$ cat src/rtl/buzzer_timer_pkg.sv
// buzzer_timer_pkg: state/tone encodings, widths and a counter-width helper
package buzzer_timer_pkg;
    localparam int SEC_W = 8;
    typedef enum logic [2:0] {
        ST_IDLE   = 3'd0,
        ST_LOADED = 3'd1,
        ST_RUN    = 3'd2,
        ST_PAUSE  = 3'd3,
        ST_ALARM  = 3'd4
    } state_t;
    typedef enum logic [1:0] {
        TONE_F1 = 2'd0,
        TONE_F2 = 2'd1,
        TONE_F3 = 2'd2
    } tone_t;
    function automatic int cnt_w(input int n);
        return (n > 1) ? $clog2(n) : 1;
    endfunction
endpackage

$ cat src/rtl/tone_gen.sv
// tone_gen: square wave toggling every half_i cycles while enabled, held low otherwise
module tone_gen #(
    parameter int W = 16
) (
    input  logic         clk_i,
    input  logic         rst_i,
    input  logic         en_i,
    input  logic [W-1:0] half_i,
    output logic         wave_o
);
    logic [W-1:0] cnt_q;
    logic         wave_q;
    logic         hit;
    assign hit    = cnt_q == half_i - W'(1);
    assign wave_o = wave_q;
    // half-period counter; dropping enable clears both counter and output on the same edge
    always_ff @(posedge clk_i) begin
        if (rst_i || !en_i) begin
            cnt_q  <= '0;
            wave_q <= 1'b0;
        end else begin
            cnt_q  <= hit ? '0 : cnt_q + W'(1);
            wave_q <= wave_q ^ hit;
        end
    end
endmodule

$ cat src/rtl/buzzer_timer_ctrl.sv
// buzzer_timer_ctrl: countdown timer FSM with 1 Hz prescaler driving the alarm buzzer
module buzzer_timer_ctrl
    import buzzer_timer_pkg::*;
#(
    parameter int TICK_DIV  = 50_000_000,
    parameter int DUR_SEC   = 30,
    parameter int ALARM_SEC = 5,
    parameter int HALF1     = 25_000,
    parameter int HALF2     = 12_500,
    parameter int HALF3     = 6_250
) (
    input  logic             clk_50MHz,
    input  logic             reset,
    input  logic             start_p,
    input  logic             stop_p,
    input  logic             load_p,
    input  logic             clear_p,
    input  logic [2:0]       freq_sel,
    output logic             buzzer,
    output logic             tick_1hz,
    output logic [SEC_W-1:0] secs_left,
    output logic [2:0]       state_o,
    output logic             done
);
    localparam int PW   = cnt_w(TICK_DIV);
    localparam int HMAX = HALF1 > HALF2 ? (HALF1 > HALF3 ? HALF1 : HALF3)
                                        : (HALF2 > HALF3 ? HALF2 : HALF3);
    localparam int HW   = cnt_w(HMAX + 1);

    state_t           state_q;
    tone_t            tone_q;
    logic [PW-1:0]    presc_q;
    logic [SEC_W-1:0] secs_q;
    logic [SEC_W-1:0] alarm_q;
    logic             tick_q;
    logic             done_q;
    logic [HW-1:0]    half;
    logic             wrap;
    logic             run_alarm;
    logic             do_stop;
    logic             do_start;
    logic             do_load;
    logic             tone_en;

    assign wrap      = presc_q == PW'(TICK_DIV - 1);
    assign run_alarm = state_q == ST_RUN || state_q == ST_ALARM;
    // Pulse priority is by presence: a higher pulse masks lower ones even when it is itself ignored
    assign do_stop   = stop_p && run_alarm;
    assign do_start  = start_p && !stop_p && (state_q == ST_LOADED || state_q == ST_PAUSE);
    assign do_load   = load_p && !stop_p && !start_p &&
                       (state_q == ST_IDLE || state_q == ST_LOADED || state_q == ST_PAUSE);
    // Drop the tone enable on the exit edge itself so the buzzer clears together with the state
    assign tone_en   = state_q == ST_ALARM && !clear_p && !stop_p && !(wrap && alarm_q <= SEC_W'(1));
    assign half      = tone_q == TONE_F3 ? HW'(HALF3) : tone_q == TONE_F2 ? HW'(HALF2) : HW'(HALF1);

    assign tick_1hz  = tick_q;
    assign done      = done_q;
    assign secs_left = secs_q;
    assign state_o   = state_q;

    // FSM, prescaler, countdown and alarm counters with registered pulse outputs
    always_ff @(posedge clk_50MHz) begin
        tick_q <= 1'b0;
        done_q <= 1'b0;
        if (reset) begin
            state_q <= ST_IDLE;
            tone_q  <= TONE_F1;
            presc_q <= '0;
            secs_q  <= '0;
            alarm_q <= '0;
        end else if (clear_p) begin
            state_q <= ST_IDLE;
            presc_q <= '0;
            secs_q  <= '0;
        end else if (state_q > ST_ALARM) begin
            state_q <= ST_IDLE;
        end else if (do_stop) begin
            state_q <= state_q == ST_RUN ? ST_PAUSE : ST_IDLE;
        end else if (do_start) begin
            state_q <= ST_RUN;
        end else if (do_load) begin
            state_q <= ST_LOADED;
            secs_q  <= SEC_W'(DUR_SEC);
            presc_q <= '0;
            tone_q  <= freq_sel[2] ? TONE_F3 : freq_sel[1] ? TONE_F2 : freq_sel[0] ? TONE_F1 : tone_q;
        end else if (run_alarm) begin
            presc_q <= wrap ? '0 : presc_q + PW'(1);
            tick_q  <= wrap;
            if (wrap && state_q == ST_RUN) begin
                secs_q <= secs_q > SEC_W'(1) ? secs_q - SEC_W'(1) : '0;
                if (secs_q <= SEC_W'(1)) begin
                    state_q <= ST_ALARM;
                    done_q  <= 1'b1;
                    alarm_q <= SEC_W'(ALARM_SEC);
                end
            end
            if (wrap && state_q == ST_ALARM) begin
                alarm_q <= alarm_q > SEC_W'(1) ? alarm_q - SEC_W'(1) : '0;
                if (alarm_q <= SEC_W'(1)) state_q <= ST_IDLE;
            end
        end
    end

    tone_gen #(.W(HW)) u_tone (
        .clk_i  (clk_50MHz),
        .rst_i  (reset),
        .en_i   (tone_en),
        .half_i (half),
        .wave_o (buzzer)
    );
endmodule

$ cat config.mk
export PLATFORM = sky130hd
export DESIGN_NAME = buzzer_timer_ctrl
export DESIGN_NICKNAME = d
export VERILOG_FILES = /design/src/rtl/buzzer_timer_pkg.sv /design/src/rtl/tone_gen.sv /design/src/rtl/buzzer_timer_ctrl.sv
export SDC_FILE = /design/constraint.sdc
export NUM_CORES = 1
export LEC_CHECK = 0
export BUFFER_PORTS_ARGS = -buffer_cell sky130_fd_sc_hd__buf_4
export CAP_MARGIN = 20
export CELL_PAD_IN_SITES_DETAIL_PLACEMENT = 1
export CELL_PAD_IN_SITES_GLOBAL_PLACEMENT = 1
export CORE_ASPECT_RATIO = 0.5
export CORE_MARGIN = 2
export CORE_UTILIZATION = 40
export CTS_CLUSTER_DIAMETER = 120
export DETAILED_ROUTE_END_ITERATION = 6
export PLACE_DENSITY = 0.71
export SLEW_MARGIN = 20
export SYNTH_ARGS = -nofsm -noshare
export SYNTH_HDL_FRONTEND = slang
export SYNTH_SLANG_ARGS = --single-unit
$ cat constraint.sdc
create_clock -name clk_50MHz -period 2.57 [get_ports clk_50MHz]
set_input_delay 0.3855 -clock clk_50MHz [delete_from_list [all_inputs] [get_ports clk_50MHz]]
set_output_delay 0.3855 -clock clk_50MHz [all_outputs]
set_load 0.005 [all_outputs]
# Word level (Yosys, flattened, before mapping)
# Index checks and enable logic that the tools add are counted.
word_totals:
  register_bits: 65
  wordCells: 99
  out_inout_bits: 14
op_classes:
  eq_ne: 8
  n_lt_le_gt_ge: 5
  reduce_logical: 38
  n_mux: 26
  add_sub_neg: 5
  bitwise: 8
op_table:
  columns: ["cell", "count"]
  rows:
  - ["$mux W26", 3]
  - ["$mux W8", 8]
  - ["$mux W15", 2]
  - ["$add A26 B1 Y26 const B", 1]
  - ["$eq A26 B26 Y1 const B", 1]
  - ["$mux W3", 8]
  - ["$gt A8 B1 Y1 const B", 2]
  - ["$le A8 B1 Y1 const B", 2]
  - ["$sub A8 B1 Y8 const B", 2]
  - ["$add A15 B1 Y15 const B", 1]
  - ["$eq A15 B15 Y1", 1]
  - ["$sub A15 B1 Y15 const B", 1]
  - ["$logic_and A1 B1 Y1", 12]
  - ["$mux W2", 4]
  - ["$reduce_and A8 Y1", 1]
  - ["$reduce_bool A2 Y1", 4]
  - ["$reduce_or A8 Y1", 1]
  - ["$not A1 Y1", 7]
  - ["$reduce_or A7 Y1", 1]
  - ["$eq A3 B2 Y1 const B", 2]
  - ["$reduce_and A6 Y1", 1]
  - ["$logic_not A1 Y1", 5]
  - ["$logic_or A1 B1 Y1", 5]
  - ["$reduce_and A5 Y1", 1]
  - ["13 further kinds", 14]

# Depth between registers and ports, before layout
depth:
  ltp_word: 9
  mapped_depth: 9

# By module
# Synthesis repeated with hierarchy kept, for this count alone.
hier_totals:
  hier_cells: 497
  area_unflattened_um2: 4082.7
by_module_without_submodules:
  columns: ["module", "n_inst", "seq_area_each_um2", "area_per_inst_um2", "cells_each"]
  rows:
  - ["buzzer_timer_ctrl", 1, 980.9, 2742.6, 335]
  - ["tone_gen", 1, 320.3, 1340.0, 162]

# Least setup slack after synthesis
# Ideal clock, no wire load.
synth_path:
  path_kind: "register to register"
  startpoint: "register presc_q[7]"
  endpoint: "register secs_q[3], in the netlist secs_left[3]"
  stages_incl_launch_ff: 7
  n_path_buf: 0
  arrival_time_ns: 2.000
  period_less_slack_ns: 2.117
  setup_slack_ns: 0.453
  path_cell_list: "dfxtp_1 or3b_1 or4_4 or2_4 nor4_4 nand2_1 a32o_1"
synth_via:
  elab_chain_len: 4
synth_lines:
  columns: ["item", "line", "text"]
  rows:
  - ["from (decl)", "buzzer_timer_ctrl.sv:32", "logic [PW-1:0] presc_q;"]
  - ["from (signal assigned)", "buzzer_timer_ctrl.sv:87", "presc_q <= wrap ? '0 : presc_q + PW'(1);"]
  - ["$eq A26 B26 Y1", "buzzer_timer_ctrl.sv:45", "assign wrap = presc_q == PW'(TICK_DIV - 1);"]
  - ["$logic_and A1 B1 Y1", "buzzer_timer_ctrl.sv:89", "if (wrap && state_q == ST_RUN) begin"]
  - ["$reduce_bool A2 Y1 (no line)", null, null]
  - ["$reduce_and A5 Y1 (no line)", null, null]
  - ["to (signal assigned)", "buzzer_timer_ctrl.sv:83", "secs_q <= SEC_W'(DUR_SEC);"]
  - ["to (signal assigned)", "buzzer_timer_ctrl.sv:90", "secs_q <= secs_q > SEC_W'(1) ? secs_q - SEC_W'(1) : '0;"]
  - ["to (decl)", "buzzer_timer_ctrl.sv:33", "logic [SEC_W-1:0] secs_q;"]
# No other way between the ends.
# A chain may end at the register's enable or synchronous reset.

# Final worst setup path
layout_path:
  startpoint: "register state_q[0], in the netlist state_o[0]"
  endpoint: "register secs_q[0], in the netlist secs_left[0]"
layout_via:
  elab_chain_len: 6
  word_cells_on_any_way: 21
  cone_classes: "order compare (1); eq/ne (4); mux (1); bitwise (3); reduce/logical (12)"
layout_lines:
  columns: ["item", "line", "text"]
  rows:
  - ["from (decl)", "buzzer_timer_ctrl.sv:30", "state_t state_q;"]
  - ["from (signal assigned)", "buzzer_timer_ctrl.sv:78", "state_q <= state_q == ST_RUN ? ST_PAUSE : ST_IDLE;"]
  - ["$eq A3 B1 Y1 or $logic_not A3 Y1 (tied branches)", "buzzer_timer_ctrl.sv:49, buzzer_timer_ctrl.sv:51", null]
  - ["$logic_or A1 B1 Y1 (2 in series)", "buzzer_timer_ctrl.sv:51", "(state_q == ST_IDLE || state_q == ST_LOADED || state_q == ST_PAUSE);"]
  - ["$logic_and A1 B1 Y1", "buzzer_timer_ctrl.sv:50", "assign do_load = load_p && !stop_p && !start_p &&"]
  - ["$reduce_bool A2 Y1 (no line)", null, null]
  - ["$reduce_and A5 Y1 (no line)", null, null]
# Several ways; a longest one is shown, not always the timed one.

==> flow_metrics.env <==
export IMPL_status="finished, final reports clean"
export IMPL_layout_setup_ws_ps=210
export IMPL_post_cts_buffers=0
export IMPL_worst_path_max_fanout=9
export IMPL_max_clock_freq_mhz=424
export IMPL_globalRouteOverflowTotal=0
export IMPL_grt_max_degree=18
export IMPL_cap_violations=0
export IMPL_cts_buffers=9
export IMPL_ios=23
export IMPL_detail_route_antenna_nets=0
export IMPL_cts_tree="yes"
export IMPL_setup_viol=0
export IMPL_synth_largest_area_cell="dfxtp_1"
export IMPL_gr_usage_all_layers=0.207
export IMPL_cp_num_buf_inv=1
export IMPL_setup_tns_ps=0
export IMPL_skew_ps=7.08
export IMPL_fp_dieH_um=70.2
export IMPL_antenna_found_initial=0
export IMPL_die_w_um=136
export IMPL_ys_types=59
export IMPL_n_antenna_cell=0
export IMPL_htreeDepth=3
export IMPL_synth_edf_count=0
export IMPL_cts_buffer_depth=2
export IMPL_tightest_slew_ps=569
export IMPL_grt_pass1_wl_um=15700
export IMPL_crit_slowest_cell="nor3b_1"
export IMPL_cp_arrival_ps=2580
export IMPL_num_nets_final=479
export IMPL_min_period_ps=2360
export IMPL_gp_congestion=0.818
export IMPL_post_synth_top_count_cell="nor2_1"
export IMPL_startpoint_type="flip-flop"
export IMPL_port_buffers=22
export IMPL_syn_avg_cell_area_sq_um=8.21
export IMPL_netlist_area_sq_um=3510
export IMPL_drt_wl_total_um=9300
export IMPL_final_fill_count=1067
export IMPL_synthCells=427
export IMPL_synth_flop_cell="dfxtp_1"
export IMPL_grt_pass1_vias=3299
export IMPL_pre_cts_ws_ps=101
export IMPL_power_density_nw_per_um2=576
export IMPL_ir_worst_vdd_mv=0.348
export IMPL_clk_latency_ps=330
export IMPL_postSynth_asyncResetShare=0
export IMPL_clk_pin_slew_ps=50
export IMPL_core_area_sq_um=8620
export IMPL_slowest_delay_ps=480
export IMPL_root_buffer="clkbuf_16"
export IMPL_drtPass1Iterations=4
export IMPL_multiInputGateArea_sq_um=2090
export IMPL_drc=0
export IMPL_synth_yosys_seq_area_share=0.371
export IMPL_critPathTopFamily="simple AND/OR/NAND/NOR gates"
export IMPL_dieArea_sq_um=9580
export IMPL_hold_viol=0
export IMPL_yosysTopAreaCellShare=0.371
export IMPL_start_util=0.407
export IMPL_rsz0062_at_grt="false"
export IMPL_wl_per_cell_um=16.0
export IMPL_hold_buffers=0
export IMPL_seq_area_sq_um=1300
export IMPL_drive_gt1_frac=0.135
export IMPL_report_final_slew_viol_count=0
export IMPL_cts_resized=0
export IMPL_crit_chain="buf_4 > nor3b_1 > nand4b_1 > or3_4 > a21o_1 > nand2_1 > nor2_1"
export IMPL_hold_class="input port to flip-flop"
export IMPL_critPathKind="flip-flop to flip-flop"
export IMPL_dpl_hpwl_um=6920
export IMPL_ys_warn_count=0
export IMPL_crit_required_ps=2790
export IMPL_yosys_top_cells_count="75 x nor2_1, 65 x dfxtp_1, 31 x nand2_1"
export IMPL_leakagePower_uw=0.00153
export IMPL_netlist_top_cells_area="dfxtp_1 37%, nor2_1 8.0%, xor2_1 6.7%"
export IMPL_vias=3233
export IMPL_drt_iter0_drc=124
export IMPL_area_growth_pct=18.8
export IMPL_syn_nets=446
export IMPL_cts_sinks=65
export IMPL_num_rows=24
export IMPL_ys_ff_latch=65
export IMPL_slew_limit_headroom=0.620
export IMPL_critPathCaptureType="flip-flop"
export IMPL_vias_per_cell=5.55
export IMPL_period_share=0.918
==> cells in the final DEF (no fill, tap or decap), types with 2 or more instances in the layout <==
master	n
nor2_1	75
dfxtp_1	65
buf_4	37
nand2_1	30
xor2_1	27
nand3_1	19
nor3_1	18
xnor2_1	18
and3_1	16
a21oi_1	16
o21ai_0	15
nand4_1	13
inv_1	12
ha_1	10
clkbuf_16	9
nor2b_1	7
a31oi_1	4
or4_1	4
a211oi_1	4
nand4b_1	4
clkbuf_1	4
mux2i_1	3
o31ai_1	3
a21o_1	3
nor4_1	3
a2111oi_0	2
and4b_1	2
or2_2	2
a2111oi_2	2
nor4b_1	2
a22oi_1	2
o221ai_1	2
nand3b_1	2
a311oi_1	2
bufinv_16	2
==> sequential cells by signal (all words and copies together), names as in the netlist <==
register	count
state_o	3
alarm_q	8
u_tone.wave_o	1
presc_q	26
tone_q	2
tick_1hz	1
secs_left	8
done	1
u_tone.cnt_q	15
==> layer usage <==
layer,vias to the layer above,wire (um),GRT usage
li1,1583,-,-
met2,28,4770,0.370
met3,10,244,0.0552
met5,-,0,0
met1,1612,4190,0.247
met4,0,97,0.0486
==> logic make-up after synthesis <==
group,share of synthesized area
xor+xnor,0.112
compound gates,0.127
simple gates,0.310
flops,0.371
buf+inv,0.0350
mux,0.00857
fa+ha+maj,0.0357
==> final timing paths <==
kind	slack, ps	from	cells past startpoint	endpoint
min	300	reset	2	alarm_q[0]
max reg2reg	210	state_o[0]	7	secs_left[0]
min reg2reg	510	u_tone.cnt_q[0]	1	u_tone.cnt_q[0]
max	210	state_o[0]	7	secs_left[0]
==> report_power, final <==
group	total, uW	switching [uW]	internal [uW]	leakage (uW)
registers	1020	6.09	1010	0.000524
logic	105	61.0	44.4	0.000855
clock network	1270	426	848	0.000148
total	2400	493	1910	0.00153
==> layout make-up <==
class	instances	area share
clock buffer	13	0.0577
clock inverter	3	0.0156
inverter	12	0.0108
multi-input combinational	335	0.502
sequential	65	0.312
tap	117	0.0351
timing repair buffer	37	0.0667
==> per-stage QoR <==
stage	total power (uW)	hold WS [ps]	area, sq um	cells	utilization
finish	2400	295	4170	582	0.483
global route	2490	288	4170	582	0.483
CTS	2430	284	4160	582	0.482
detailed placement	1150	496	3850	566	0.447
global placement	1140	456	3850	566	0.447
floorplan	1100	441	3510	427	-
No activity file was read; power rests on OpenSTA's default activity.
